$ cat config.mk
export PLATFORM = sky130hd
export DESIGN_NAME = alu_ctrl_fsm
export DESIGN_NICKNAME = d
export VERILOG_FILES = /design/src/rtl/simprisc_pkg.sv /design/src/rtl/insn_decode.sv /design/src/rtl/alu_ctrl_fsm.sv
export SDC_FILE = /design/constraint.sdc
export NUM_CORES = 1
export LEC_CHECK = 0
export ABC_AREA = 1
export CAP_MARGIN = 20
export CORE_UTILIZATION = 53
export CTS_BUF_LIST = sky130_fd_sc_hd__clkbuf_2
export DETAILED_ROUTE_END_ITERATION = 10
export GPL_ROUTABILITY_DRIVEN = 0
export HOLD_SLACK_MARGIN = 0.12
export PLACE_DENSITY_LB_ADDON = 0.3
export SKIP_LAST_GASP = 1
export SYNTH_ARGS = -nofsm -noshare
export SYNTH_HDL_FRONTEND = slang
export SYNTH_SLANG_ARGS = --single-unit
export TNS_END_PERCENT = 100
$ cat constraint.sdc
create_clock -name clk -period 3 [get_ports clk]
set_clock_uncertainty 0.2 [all_clocks]
set_input_delay 0.6 -clock clk [delete_from_list [all_inputs] [get_ports clk]]
set_output_delay 0.6 -clock clk [all_outputs]
set_load 0.005 [all_outputs]
$ cat src/rtl/simprisc_pkg.sv
// Shared definitions for the simple RISC datapath and its control FSM.
// Contents:
//   alu_op_t     - 3-bit ALU opcode driven on alu_control
//   opcode_t     - 4-bit instruction opcodes that are not R-type
//   ctrl_state_t - control FSM states
//   field positions inside the 16-bit instruction word
//   sext6        - sign-extends a 6-bit field to 16 bits
package simprisc_pkg;

  typedef enum logic [2:0] {
    ALU_ADD = 3'b000,
    ALU_SUB = 3'b001,
    ALU_NOT = 3'b010,
    ALU_SHL = 3'b011,
    ALU_SHR = 3'b100,
    ALU_AND = 3'b101,
    ALU_OR  = 3'b110,
    ALU_SLT = 3'b111
  } alu_op_t;

  // Opcodes 4'b0xxx are R-type; the ALU opcode is the low three bits.
  typedef enum logic [3:0] {
    OP_ADDI = 4'b1000,
    OP_BEQ  = 4'b1001,
    OP_HALT = 4'b1111
  } opcode_t;

  typedef enum logic [2:0] {
    S_IDLE   = 3'd0,
    S_FETCH  = 3'd1,
    S_DECODE = 3'd2,
    S_EXEC   = 3'd3,
    S_WB     = 3'd4,
    S_HALT   = 3'd5
  } ctrl_state_t;

  localparam int OP_MSB      = 15;
  localparam int OP_LSB      = 12;
  localparam int RD_MSB      = 11;
  localparam int RD_LSB      = 9;
  localparam int RS1_MSB     = 8;
  localparam int RS1_LSB     = 6;
  localparam int RS2_MSB     = 5;
  localparam int RS2_LSB     = 3;
  localparam int IMM_MSB     = 5;
  localparam int IMM_LSB     = 0;
  // The branch offset borrows the rd field as its upper half.
  localparam int BOFF_LO_MSB = 2;
  localparam int BOFF_LO_LSB = 0;

  function automatic logic [15:0] sext6(input logic [5:0] v);
    return {{10{v[5]}}, v};
  endfunction

endpackage

$ cat src/rtl/insn_decode.sv
// Combinational instruction decoder.
// Ports:
//   insn        in  16  instruction word
//   alu_control out 3   ALU opcode
//   alu_src_imm out 1   operand b selects the immediate
//   imm         out 16  sign-extended immediate (ADDI only, else 0)
//   rd/rs1/rs2  out 3   register fields
//   boff        out 16  sign-extended branch offset
//   is_write    out 1   instruction writes rd
//   is_branch   out 1   BEQ
//   is_halt     out 1   HALT
//   is_illegal  out 1   undefined opcode
module insn_decode
  import simprisc_pkg::*;
(
  input  logic [15:0] insn,
  output alu_op_t     alu_control,
  output logic        alu_src_imm,
  output logic [15:0] imm,
  output logic [2:0]  rd,
  output logic [2:0]  rs1,
  output logic [2:0]  rs2,
  output logic [15:0] boff,
  output logic        is_write,
  output logic        is_branch,
  output logic        is_halt,
  output logic        is_illegal
);

  logic [3:0] op;
  logic [5:0] imm6;

  assign op   = insn[OP_MSB:OP_LSB];
  assign imm6 = insn[IMM_MSB:IMM_LSB];
  assign rd   = insn[RD_MSB:RD_LSB];
  assign rs1  = insn[RS1_MSB:RS1_LSB];
  assign rs2  = insn[RS2_MSB:RS2_LSB];
  assign boff = sext6({insn[RD_MSB:RD_LSB], insn[BOFF_LO_MSB:BOFF_LO_LSB]});

  // Opcode decode into control signals.
  always_comb begin
    alu_control = ALU_ADD;
    alu_src_imm = 1'b0;
    imm         = 16'h0000;
    is_write    = 1'b0;
    is_branch   = 1'b0;
    is_halt     = 1'b0;
    is_illegal  = 1'b0;
    casez (op)
      4'b0???: begin
        alu_control = alu_op_t'(op[2:0]);
        is_write    = 1'b1;
      end
      OP_ADDI: begin
        alu_control = ALU_ADD;
        alu_src_imm = 1'b1;
        imm         = sext6(imm6);
        is_write    = 1'b1;
      end
      OP_BEQ: begin
        alu_control = ALU_SUB;
        is_branch   = 1'b1;
      end
      OP_HALT: begin
        is_halt = 1'b1;
      end
      default: begin
        is_illegal = 1'b1;
      end
    endcase
  end

endmodule

$ cat src/rtl/alu_ctrl_fsm.sv
// Multi-cycle control FSM for the simple RISC core:
// IDLE -> FETCH -> DECODE -> EXEC -> WB -> FETCH ..., with HALT terminal.
// All outputs are registered; pc drives imem_addr directly.
// Ports:
//   clk, rst_n          clock, async active-low reset
//   start               leave IDLE
//   imem_req/imem_addr  instruction fetch request and word address
//   imem_rvalid/rdata   fetch response
//   rs1_addr, rs2_addr  register-file read addresses
//   alu_control         ALU opcode
//   alu_src_imm, imm    immediate operand select and value
//   alu_zero            ALU zero flag
//   rf_we, rf_waddr     register-file write (one-cycle pulse in WB)
//   pc                  program counter
//   halted, illegal     HALT state, sticky illegal-opcode flag
module alu_ctrl_fsm
  import simprisc_pkg::*;
(
  input  logic        clk,
  input  logic        rst_n,
  input  logic        start,
  output logic        imem_req,
  output logic [15:0] imem_addr,
  input  logic        imem_rvalid,
  input  logic [15:0] imem_rdata,
  output logic [2:0]  rs1_addr,
  output logic [2:0]  rs2_addr,
  output logic [2:0]  alu_control,
  output logic        alu_src_imm,
  output logic [15:0] imm,
  input  logic        alu_zero,
  output logic        rf_we,
  output logic [2:0]  rf_waddr,
  output logic [15:0] pc,
  output logic        halted,
  output logic        illegal
);

  ctrl_state_t state;
  ctrl_state_t state_next;
  logic [15:0] ir;
  logic        zero_q;
  logic [15:0] pc_next;

  alu_op_t     dec_alu_control;
  logic        dec_alu_src_imm;
  logic [15:0] dec_imm;
  logic [2:0]  dec_rd;
  logic [2:0]  dec_rs1;
  logic [2:0]  dec_rs2;
  logic [15:0] dec_boff;
  logic        dec_is_write;
  logic        dec_is_branch;
  logic        dec_is_halt;
  logic        dec_is_illegal;

  // The instruction register is stable from DECODE through WB, so the
  // decoder output is valid for the whole instruction.
  insn_decode u_decode (
    .insn        (ir),
    .alu_control (dec_alu_control),
    .alu_src_imm (dec_alu_src_imm),
    .imm         (dec_imm),
    .rd          (dec_rd),
    .rs1         (dec_rs1),
    .rs2         (dec_rs2),
    .boff        (dec_boff),
    .is_write    (dec_is_write),
    .is_branch   (dec_is_branch),
    .is_halt     (dec_is_halt),
    .is_illegal  (dec_is_illegal)
  );

  assign imem_addr = pc;

  // Next-state logic.
  always_comb begin
    state_next = state;
    case (state)
      S_IDLE: begin
        if (start) begin
          state_next = S_FETCH;
        end else begin
          state_next = S_IDLE;
        end
      end
      S_FETCH: begin
        if (imem_rvalid) begin
          state_next = S_DECODE;
        end else begin
          state_next = S_FETCH;
        end
      end
      S_DECODE: begin
        if (dec_is_halt || dec_is_illegal) begin
          state_next = S_HALT;
        end else begin
          state_next = S_EXEC;
        end
      end
      S_EXEC:  state_next = S_WB;
      S_WB:    state_next = S_FETCH;
      S_HALT:  state_next = S_HALT;
      default: state_next = S_IDLE;
    endcase
  end

  // Sequential pc; the offset add wraps modulo 2^16 by width.
  always_comb begin
    pc_next = pc + 16'd1;
    if (dec_is_branch && zero_q) begin
      pc_next = pc + 16'd1 + dec_boff;
    end else begin
      pc_next = pc + 16'd1;
    end
  end

  // State, datapath registers and registered outputs. Outputs tied to a
  // state are computed from state_next so they line up with that state.
  always_ff @(posedge clk or negedge rst_n) begin
    if (!rst_n) begin
      state       <= S_IDLE;
      pc          <= 16'h0000;
      ir          <= 16'h0000;
      zero_q      <= 1'b0;
      rs1_addr    <= 3'd0;
      rs2_addr    <= 3'd0;
      rf_waddr    <= 3'd0;
      alu_control <= 3'd0;
      alu_src_imm <= 1'b0;
      imm         <= 16'h0000;
      rf_we       <= 1'b0;
      imem_req    <= 1'b0;
      halted      <= 1'b0;
      illegal     <= 1'b0;
    end else begin
      state    <= state_next;
      imem_req <= (state_next == S_FETCH);
      halted   <= (state_next == S_HALT);
      rf_we    <= (state_next == S_WB) && dec_is_write;

      if (state == S_FETCH && imem_rvalid) begin
        ir <= imem_rdata;
      end

      if (state == S_DECODE) begin
        rs1_addr    <= dec_rs1;
        rs2_addr    <= dec_rs2;
        rf_waddr    <= dec_rd;
        alu_control <= dec_alu_control;
        alu_src_imm <= dec_alu_src_imm;
        imm         <= dec_imm;
        if (dec_is_illegal) begin
          illegal <= 1'b1;
        end
      end

      if (state == S_EXEC) begin
        zero_q <= alu_zero;
      end

      if (state == S_WB) begin
        pc <= pc_next;
      end
    end
  end

endmodule

After elaboration in Yosys (flattened, before gate mapping)
Cells that the tools add are included.
{"block": "word_totals", "output_inout_bits": 65, "ram_bits": 0, "register_bits": 69, "mem_bits_ro": 0, "latch_bits": 0, "word_cells": 49, "n_memories": 0, "inputBits": 21}
{"block": "op_classes", "muxes": 12, "eq_ne": 11, "n_lt_le_gt_ge": 0, "div": 0, "n_reduce_logical": 8, "shift": 0, "mul": 0, "bitwise": 2, "n_addsub": 2}
{"op": "$mux 16", "count": 2}
{"op": "$pmux 3 s6", "count": 1}
{"op": "$add 16x1->16 const B", "count": 1}
{"op": "$add 16x16->16", "count": 1}
{"op": "$eq 3x3->1 const B", "count": 4}
{"op": "$eq 4x4->1 const B", "count": 3}
{"op": "$eq 3x1->1 const B", "count": 2}
{"op": "$eq 3x2->1 const B", "count": 2}
{"op": "$mux 1", "count": 6}
{"op": "$pmux 3 s2", "count": 1}
{"op": "$reduce_or 4->1", "count": 1}
{"op": "$logic_and 1x1->1", "count": 3}
{"op": "$logic_not 3->1", "count": 1}
{"op": "$mux 3", "count": 1}
{"op": "$mux 2", "count": 1}
{"op": "$not 1->1", "count": 2}
{"op": "$reduce_and 2->1", "count": 1}
{"op": "$reduce_or 2->1", "count": 1}
{"op": "$logic_or 1x1->1", "count": 1}

Logic depth before layout (Yosys ltp)
Gate-level depths: netlist of run 1.
{"block": "logic_depth", "word_depth": 8, "ltp_mapped": 20, "mapped_depth_nobuf": 20}

By module
A second synthesis of run 1 with hierarchy kept.
{"block": "unflattened", "hier_cells": 591, "hier_area_um2": 4559.4}
{"module": "alu_ctrl_fsm", "area_each_um2": 4152.7, "instances": 1, "cells_per_inst": 524, "seq_area_each_um2": 1726.7}
{"module": "insn_decode", "area_each_um2": 406.6, "instances": 1, "cells_per_inst": 67, "seq_area_each_um2": 0.0}

Least setup slack after synthesis of run 1
OpenSTA, ideal clock, no wires.
{"block": "synth_timing", "path_kind": "reg-to-reg", "startpoint": "reg pc[0] (netlist: imem_addr[0])", "endpoint": "reg pc[15] (netlist: imem_addr[15])", "setup_slack_ns": 0.391, "arrival_ns": 2.292, "path_stages_with_launch": 18, "path_buffers": 0, "setup_time_ns": 0.117, "required_time_ns": 2.683, "period_less_slack_ns": 2.609, "path_cell_list": "dfrtp_1 > ha_1 > nand2_2 > nor2_2 > nand2_2 > nor2_1 > nand3_1 > nand2_1 > inv_1 > ha_1 > a21oi_1 > nand2_1 > a21oi_1 > nand3_1 > nand3_1 > nand2_1 > nand3_1 > nand2_1"}
{"block": "synth_between", "elab_chain_cells": 3}
{"item": "start: declaration", "line": "alu_ctrl_fsm.sv:34", "rtl": "output logic [15:0] pc,"}
{"item": "start signal: assignment", "line": "alu_ctrl_fsm.sv:163", "rtl": "pc <= pc_next;"}
{"item": "$add 16x1->16 (*)", "line": "alu_ctrl_fsm.sv:112, alu_ctrl_fsm.sv:114"}
{"item": "$add 16x16->16", "line": "alu_ctrl_fsm.sv:112", "rtl": "pc_next = pc + 16'd1 + dec_boff;"}
{"item": "$mux 16 (*)", "line": "alu_ctrl_fsm.sv:111", "rtl": "if (dec_is_branch && zero_q) begin"}
Every way passes the cells marked *; elsewhere a longest branch is shown, timed or not.
A chain may end at the register's enable or synchronous reset.

Final worst setup path of run 1
{"block": "layout_timing", "startpoint": "reg pc[1] (netlist: imem_addr[1])", "endpoint": "reg pc[15] (netlist: imem_addr[15])"}
The elaborated chain is that of the path after synthesis.

==> results of run 1 <==
[logic make-up (layout without fill, tap and decap cells)]
group,after synthesis,count (layout),synth area share [%]
buffers and inverters,92,170,12.5
xor gates and xnor gates,12,12,2.70
adders and majority gates,21,21,6.95
muxes,9,9,2.61
and+or+nand+nor,227,227,26.0
DFF,59,59,38.0
AOI/OAI and AO/OA,76,76,11.2
[metal layers]
metal  global-route usage, %  vias up  wire length, um
li1                        -     1729                -
met1                    35.4     1678             4140
met2                    44.3      136             4780
met3                    6.22       24              687
met4                    11.6        0              235
met5                       0        -                0
[final cells by class]
type | instances | share of cell area [%]
clock buffers | 9 | 0.928
flip-flops and latches | 59 | 30.5
inverters | 56 | 4.43
multi-input cells | 345 | 41.1
clock inverters | 7 | 0.902
well taps | 96 | 2.47
repair buffers | 98 | 19.7
[state kept, by name (all words and copies together), names as in the netlist, 3 cells and up]
name	flops
rs1_addr	3
state	3
imem_addr	16
alu_control	3
imm	6
rf_waddr	3
rs2_addr	3
ir	16
[worst max-delay path, cell delays in order, from the launching register on]
cell and delay, ns:
dfrtp_1 0.46, buf_4 0.15, nand3_2 0.13, nor2_4 0.20, nand4_4 0.13, xor2_2 0.19
inv_1 0.09, ha_1 0.36, nand2_1 0.11, inv_1 0.09, nand2_1 0.07, nor3_1 0.16
nand2_1 0.11, nand2_1 0.07, nand2_1 0.06, nand3_1 0.07, nand2_1 0.05, nand3_1 0.06
nand2_1 0.05
[layout by cell type, fill, tap and decap left out, drive strengths merged, types with 4 or more instances in the layout]
| master | synthesis | final |
|---|---|---|
| a21oi | 36 | 36 |
| buf | 34 | 13 |
| clkbuf | 2 | 9 |
| clkdlybuf4s50 | 0 | 84 |
| clkinv | 1 | 4 |
| dfrtp | 59 | 59 |
| ha | 20 | 20 |
| inv | 55 | 56 |
| mux2 | 9 | 9 |
| nand2 | 133 | 133 |
| nand3 | 29 | 29 |
| nand4 | 6 | 6 |
| nor2 | 44 | 44 |
| nor3 | 10 | 10 |
| o21ai | 25 | 25 |
| xor2 | 9 | 9 |
[through the flow]
step	instances	hold slack [ns]	area [um2]	total power [mW]
floorplan	496	0.104	3890	3.64
global placement	650	0.252	4660	4.65
detailed placement	650	0.261	4660	4.76
CTS	667	0.294	4760	5.19
global route	670	0.316	4860	5.81
finish	670	0.291	4860	5.36
[repair_timing]
action | 4_1_cts | 5_1_grt
resized for setup | 0 | 16
setup buffers | 0 | 3
setup endpoints to repair | 0 | 6
endpoints found under the hold margin | 27 | 0
hold buffers | 1 | 0
[where the power goes]
group          total [mW]  switching [mW]  leakage, nW  internal, mW
Clock               0.421           0.318       0.0494         0.104
Sequential           1.43           0.310        0.729          1.12
Combinational        3.51            1.94         1.53          1.57
Total                5.36            2.57         2.31          2.79
[path summary, 6_finish.rpt]
| path | startpoint | end |
|---|---|---|
| max reg2reg | imem_addr[1]$_DFFE_PN0P_ | imem_addr[15]$_DFFE_PN0P_ |
| min in group asynchronous | rst_n | ir[7]$_DFFE_PN0P_ |
| max | imem_addr[1]$_DFFE_PN0P_ | imem_addr[15]$_DFFE_PN0P_ |
| min reg2reg | ir[6]$_DFFE_PN0P_ | rs1_addr[0]$_DFFE_PN0N_ |
| min | ir[6]$_DFFE_PN0P_ | rs1_addr[0]$_DFFE_PN0N_ |
| max in group asynchronous | rst_n | imem_addr[5]$_DFFE_PN0P_ |
==> flow_summary_export.csv, run 1 <==
group,metric,value,unit
timing,worst_slack,0.134,ns
cts,clk_pin_slew,0.18,ns
yosys,synth-edff-count,0,
detailed_routing,drc,0,
cts,cts.path.max_buffers,2,
cts,clk_latency,0.49,ns
place,dpl.hpwl,7450,um
timing,worst_slew_pin_slew,0.742,ns
global_routing,antenna_found_initial,0,
power,ir_drop,0.467,mV
floorplan,die_width,87.6,um
critical_path,critPathRequiredTime,3.21,ns
yosys,ys.flop_type,"dfrtp_1",
detailed_routing,drtAntennaViolNets,0,
cts,cts_tree,"built",
timing,hold_viol,0,
run,maxCapViolations,0,
finish,design.final.nets,611,
global_routing,grt_max_degree,33,
floorplan,dieHeight,87.6,um
cts,h-tree-depth,3,
detailed_routing,post_drt_wl_per_cell,14.7,um
detailed_routing,drt_iter0_markers,329,
yosys,ys_seq_area_share,38.0,%
finish,drive_gt1_share,13.1,%
timing,grt_setup_unrepaired,"true",
global_routing,grt_pass1_vias,3353,
finish,final_util,69.9,%
critical_path,critPathKind,"register to register",
place,numPortBuffers,85,
cts,cts_made_buffers,9,
timing,setup_violations,0,
yosys,syn-num-nets,538,
cts,cts_num_sinks,59,
critical_path,arrival,3.07,ns
yosys,synthesis.area,3890,um2
floorplan,core,6940,um2
yosys,synth_seq_cells,59,
cts,clock-root-buffer,"clkbuf_2",
detailed_routing,viasPerCell,5.32,
run_status,outcome,"complete, no violations",
global_routing,grtUsageTotal,27.3,%
yosys,avgSynthCellArea,7.84,um2
critical_path,ff2ff_setup_slack,0.13,ns
critical_path,critPathMaxFanout,5,
critical_path,worst-r2r-cell-count,18,
yosys,synth_top_cell_by_area,"dfrtp_1",
finish,nFillCells,541,
timing,slew_headroom,50.5,%
timing,drv_slew,0,
yosys,async_flop_share,100,%
detailed_routing,first_pass_iters,5,
power,cellPowerDensity,1100,nW/um2
floorplan,num_io_pins,86,
floorplan,floorplan.initialDensity,56.0,%
floorplan,rows,30,
timing,fmax,349,MHz
detailed_routing,vias,3567,
yosys,ys_types,43,
timing,min_period,2.87,ns
global_routing,grt_overflow,0,
finish,n_antenna_cell,0,
power,leakagePower,2.31,nW
yosys,yosysMostFrequentCell,"nand2_1",
critical_path,crit_path_end_kind,"register",
finish,area.growth.synth_to_final,25.0,%
yosys,yosysWarnings,0,
detailed_routing,wl,9840,um
finish,regArea,1480,um2
yosys,syn_inst,496,
floorplan,die_area,7680,um2
critical_path,start_kind,"register",
global_routing,grt_pass1_wl,15800,um
timing,fin_tns_setup,0,ns
yosys,synth_commonest_cells,"nand2_1 (130), dfrtp_1 (59), inv_1 (52)",
yosys,yosysTopAreaCellShare,38.0,%
finish,multi_input_area,1990,um2
min_path,hold_class,"register to register",
min_path,holdPathStages,2,
timing,finalCritPeriodShare,95.5,%
yosys,synth_area_leaders,"dfrtp_1 (38%), nand2_1 (13%), ha_1 (6.4%), buf_4 (5.0%), inv_1 (5.0%)",
place,place_ws,0.109,ns
No activity file was read; power rests on OpenSTA's default activity.
==> run 2: changes to the inputs <==
--- a/config.mk
+++ b/config.mk
@@ -14,6 +14,7 @@
 export HOLD_SLACK_MARGIN = 0.12
 export PLACE_DENSITY_LB_ADDON = 0.3
 export SKIP_LAST_GASP = 1
+export SLEW_MARGIN = 10
 export SYNTH_ARGS = -nofsm -noshare
 export SYNTH_HDL_FRONTEND = slang
 export SYNTH_SLANG_ARGS = --single-unit
==> results of run 2 <==
The final DEF is identical to that of run 1; final timing and power are the same.
==> run 3: changes to the inputs <==
--- a/config.mk
+++ b/config.mk
@@ -6,7 +6,7 @@
 export NUM_CORES = 1
 export LEC_CHECK = 0
 export ABC_AREA = 1
-export CAP_MARGIN = 20
+export CORE_MARGIN = 4
 export CORE_UTILIZATION = 53
 export CTS_BUF_LIST = sky130_fd_sc_hd__clkbuf_2
 export DETAILED_ROUTE_END_ITERATION = 10
==> run 3 against run 2 <==
Routed wire length up 4.9%. Global-route usage down 2.5 points. Via count rose by 0.31%. Sequential power rose by 3%. Hold slack worse by 0.012 ns. Clock power up 5.2%. Register-to-register slack better by 0.03 ns. Sequential share of layout area grew 0.055 points. Critical path type unchanged. Critical endpoint is now imem_addr[14]$_DFFE_PN0P_. Largest power group unchanged.
==> flow_summary_export.csv, run 3 (synthesized netlist as in run 1, its figures left out) <==
group,metric,value,unit
global_routing,grtUsageTotal,24.8,%
timing,slew_headroom,50.3,%
critical_path,crit_path_end_kind,"register",
place,numPortBuffers,85,
floorplan,dieHeight,93.6,um
cts,cts_made_buffers,9,
floorplan,num_io_pins,86,
detailed_routing,first_pass_iters,5,
global_routing,grt_pass1_vias,3544,
critical_path,crit_path_start,"imem_addr[0]$_DFFE_PN0P_",
detailed_routing,wl,10300,um
global_routing,grt_pass1_wl,17000,um
critical_path,critPathRequiredTime,3.21,ns
detailed_routing,viasPerCell,5.36,
timing,finalCritPeriodShare,94.6,%
critical_path,crit-reg2reg-launch,"imem_addr[0]$_DFFE_PN0P_",
critical_path,arrival,3.05,ns
global_routing,antenna_found_initial,0,
timing,grt_setup_unrepaired,"true",
cts,cts_tree,"built",
run,maxCapViolations,0,
critical_path,critPathKind,"register to register",
timing,worst_slew_pin_slew,0.746,ns
floorplan,die_width,93.6,um
critical_path,critPathMaxFanout,5,
floorplan,core,6940,um2
detailed_routing,post_drt_wl_per_cell,15.5,um
power,ir_drop,0.520,mV
critical_path,start_kind,"register",
cts,clock-root-buffer,"clkbuf_2",
min_path,holdCritStartpoint,"ir[5]$_DFFE_PN0P_",
timing,fin_hold_ws,0.279,ns
detailed_routing,drt_iter0_markers,339,
min_path,hold_class,"register to register",
place,dpl.hpwl,7780,um
floorplan,floorplan.initialDensity,56.0,%
cts,h-tree-depth,3,
floorplan,die_area,8770,um2
cts,cts.path.max_buffers,2,
power,leakagePower,2.31,nW
global_routing,grt_overflow,0,
cts,clk_pin_slew,0.21,ns
finish,n_antenna_cell,0,
finish,area.growth.synth_to_final,24.7,%
run_status,outcome,"complete, no violations",
timing,fmax,352,MHz
cts,clk_latency,0.52,ns
timing,drv_slew,0,
floorplan,rows,30,
detailed_routing,drtAntennaViolNets,0,
cts,cts_num_sinks,59,
finish,final_cell_mix,"nand2_1 (128), clkdlybuf4s50_1 (84), dfrtp_1 (57), inv_1 (52), nor2_1 (39)",
finish,layout_commonest_cell,"nand2_1",
global_routing,grt_max_degree,26,
power,cellPowerDensity,1110,nW/um2
detailed_routing,drc,0,
timing,setup_violations,0,
timing,hold_viol,0,
timing,min_period,2.84,ns
finish,drive_gt1_share,13.8,%
finish,design.final.nets,609,
detailed_routing,vias,3578,
finish,final_util,69.8,%
run 3: cell count changes in the layout (fill, tap and decap cells not counted), moves of 2 or more:
cell	change
clkinv_4	+2
nand2_2	+2
clkbuf_2	+2
nand2_1	-2
clkinv_1	-2
clkinvlp_4	-2
run 3: path summary, 6_finish.rpt:
path	endpoint	slack, ns	cells past startpoint
min in group asynchronous	ir[4]$_DFFE_PN0P_	0.40	2
min	rs2_addr[2]$_DFFE_PN0N_	0.28	2
max reg2reg	imem_addr[14]$_DFFE_PN0P_	0.16	18
max in group asynchronous	rf_we$_DFF_PN0_	1.50	3
min reg2reg	rs2_addr[2]$_DFFE_PN0N_	0.28	2
max	imem_addr[14]$_DFFE_PN0P_	0.16	18
run 3: critical path: stages, from the launching register on:
cell     delay (ns)
dfrtp_1        0.41
buf_4          0.15
nand3_2        0.13
nor2_4         0.21
nand4_4        0.13
nor2_2         0.11
nand2_1        0.07
nand2_1        0.08
inv_1          0.06
ha_1           0.30
a21o_1         0.21
nand3_1        0.07
nand2_1        0.07
a21oi_2        0.17
nand2_1        0.08
nand2_1        0.06
nand3_1        0.08
nand2_1        0.07
nand2_1        0.05
run 3: power by group:
part           total, mW  internal (mW)  switching, mW  leakage (nW)
combinational       3.47           1.55           1.92          1.52
clock              0.443          0.120          0.323        0.0625
sequential          1.47           1.12          0.348         0.729
run 3: metrics by stage:
| stage | power, mW | instances | setup slack (ns) | TNS, ns | cell area [um2] |
|---|---|---|---|---|---|
| finish | 5.38 | 668 | 0.161 | 0 | 4850 |
| global route | 5.88 | 668 | -0.0361 | -0.0588 | 4850 |
| CTS | 5.22 | 667 | 0.111 | 0 | 4750 |
| detailed placement | 4.76 | 650 | 0.129 | 0 | 4650 |
| global placement | 4.66 | 650 | 0.219 | 0 | 4650 |
| floorplan | 3.64 | 496 | 0.391 | 0 | 3890 |
run 3: layout make-up:
cell class / count / area (um2)
Clock inverter: 5 / 38.8
Clock buffer: 11 / 55.1
Timing Repair Buffer: 96 / 931
Fill cell: 534 / 2100
Inverter: 56 / 215
Tap cell: 96 / 120
Multi-Input combinational cell: 345 / 2010
Sequential cell: 59 / 1480
run 3: layer usage:
metal	part of all wire (%)	up-vias	global-route usage (%)	wire length (um)
met2	49	151	40.9	5100
li1	-	1725	-	-
met3	6.3	25	5.47	655
met5	0	-	0	0
met1	42	1677	31.5	4300
met4	2.6	0	10.3	267
run 3: timing repair:
| action | CTS | global route |
|---|---|---|
| endpoints found under the setup margin | 0 | 5 |
| buffers inserted | 0 | 1 |
| hold buffers | 1 | 0 |
| hold endpoints to repair | 22 | 0 |
| resized for setup | 0 | 19 |
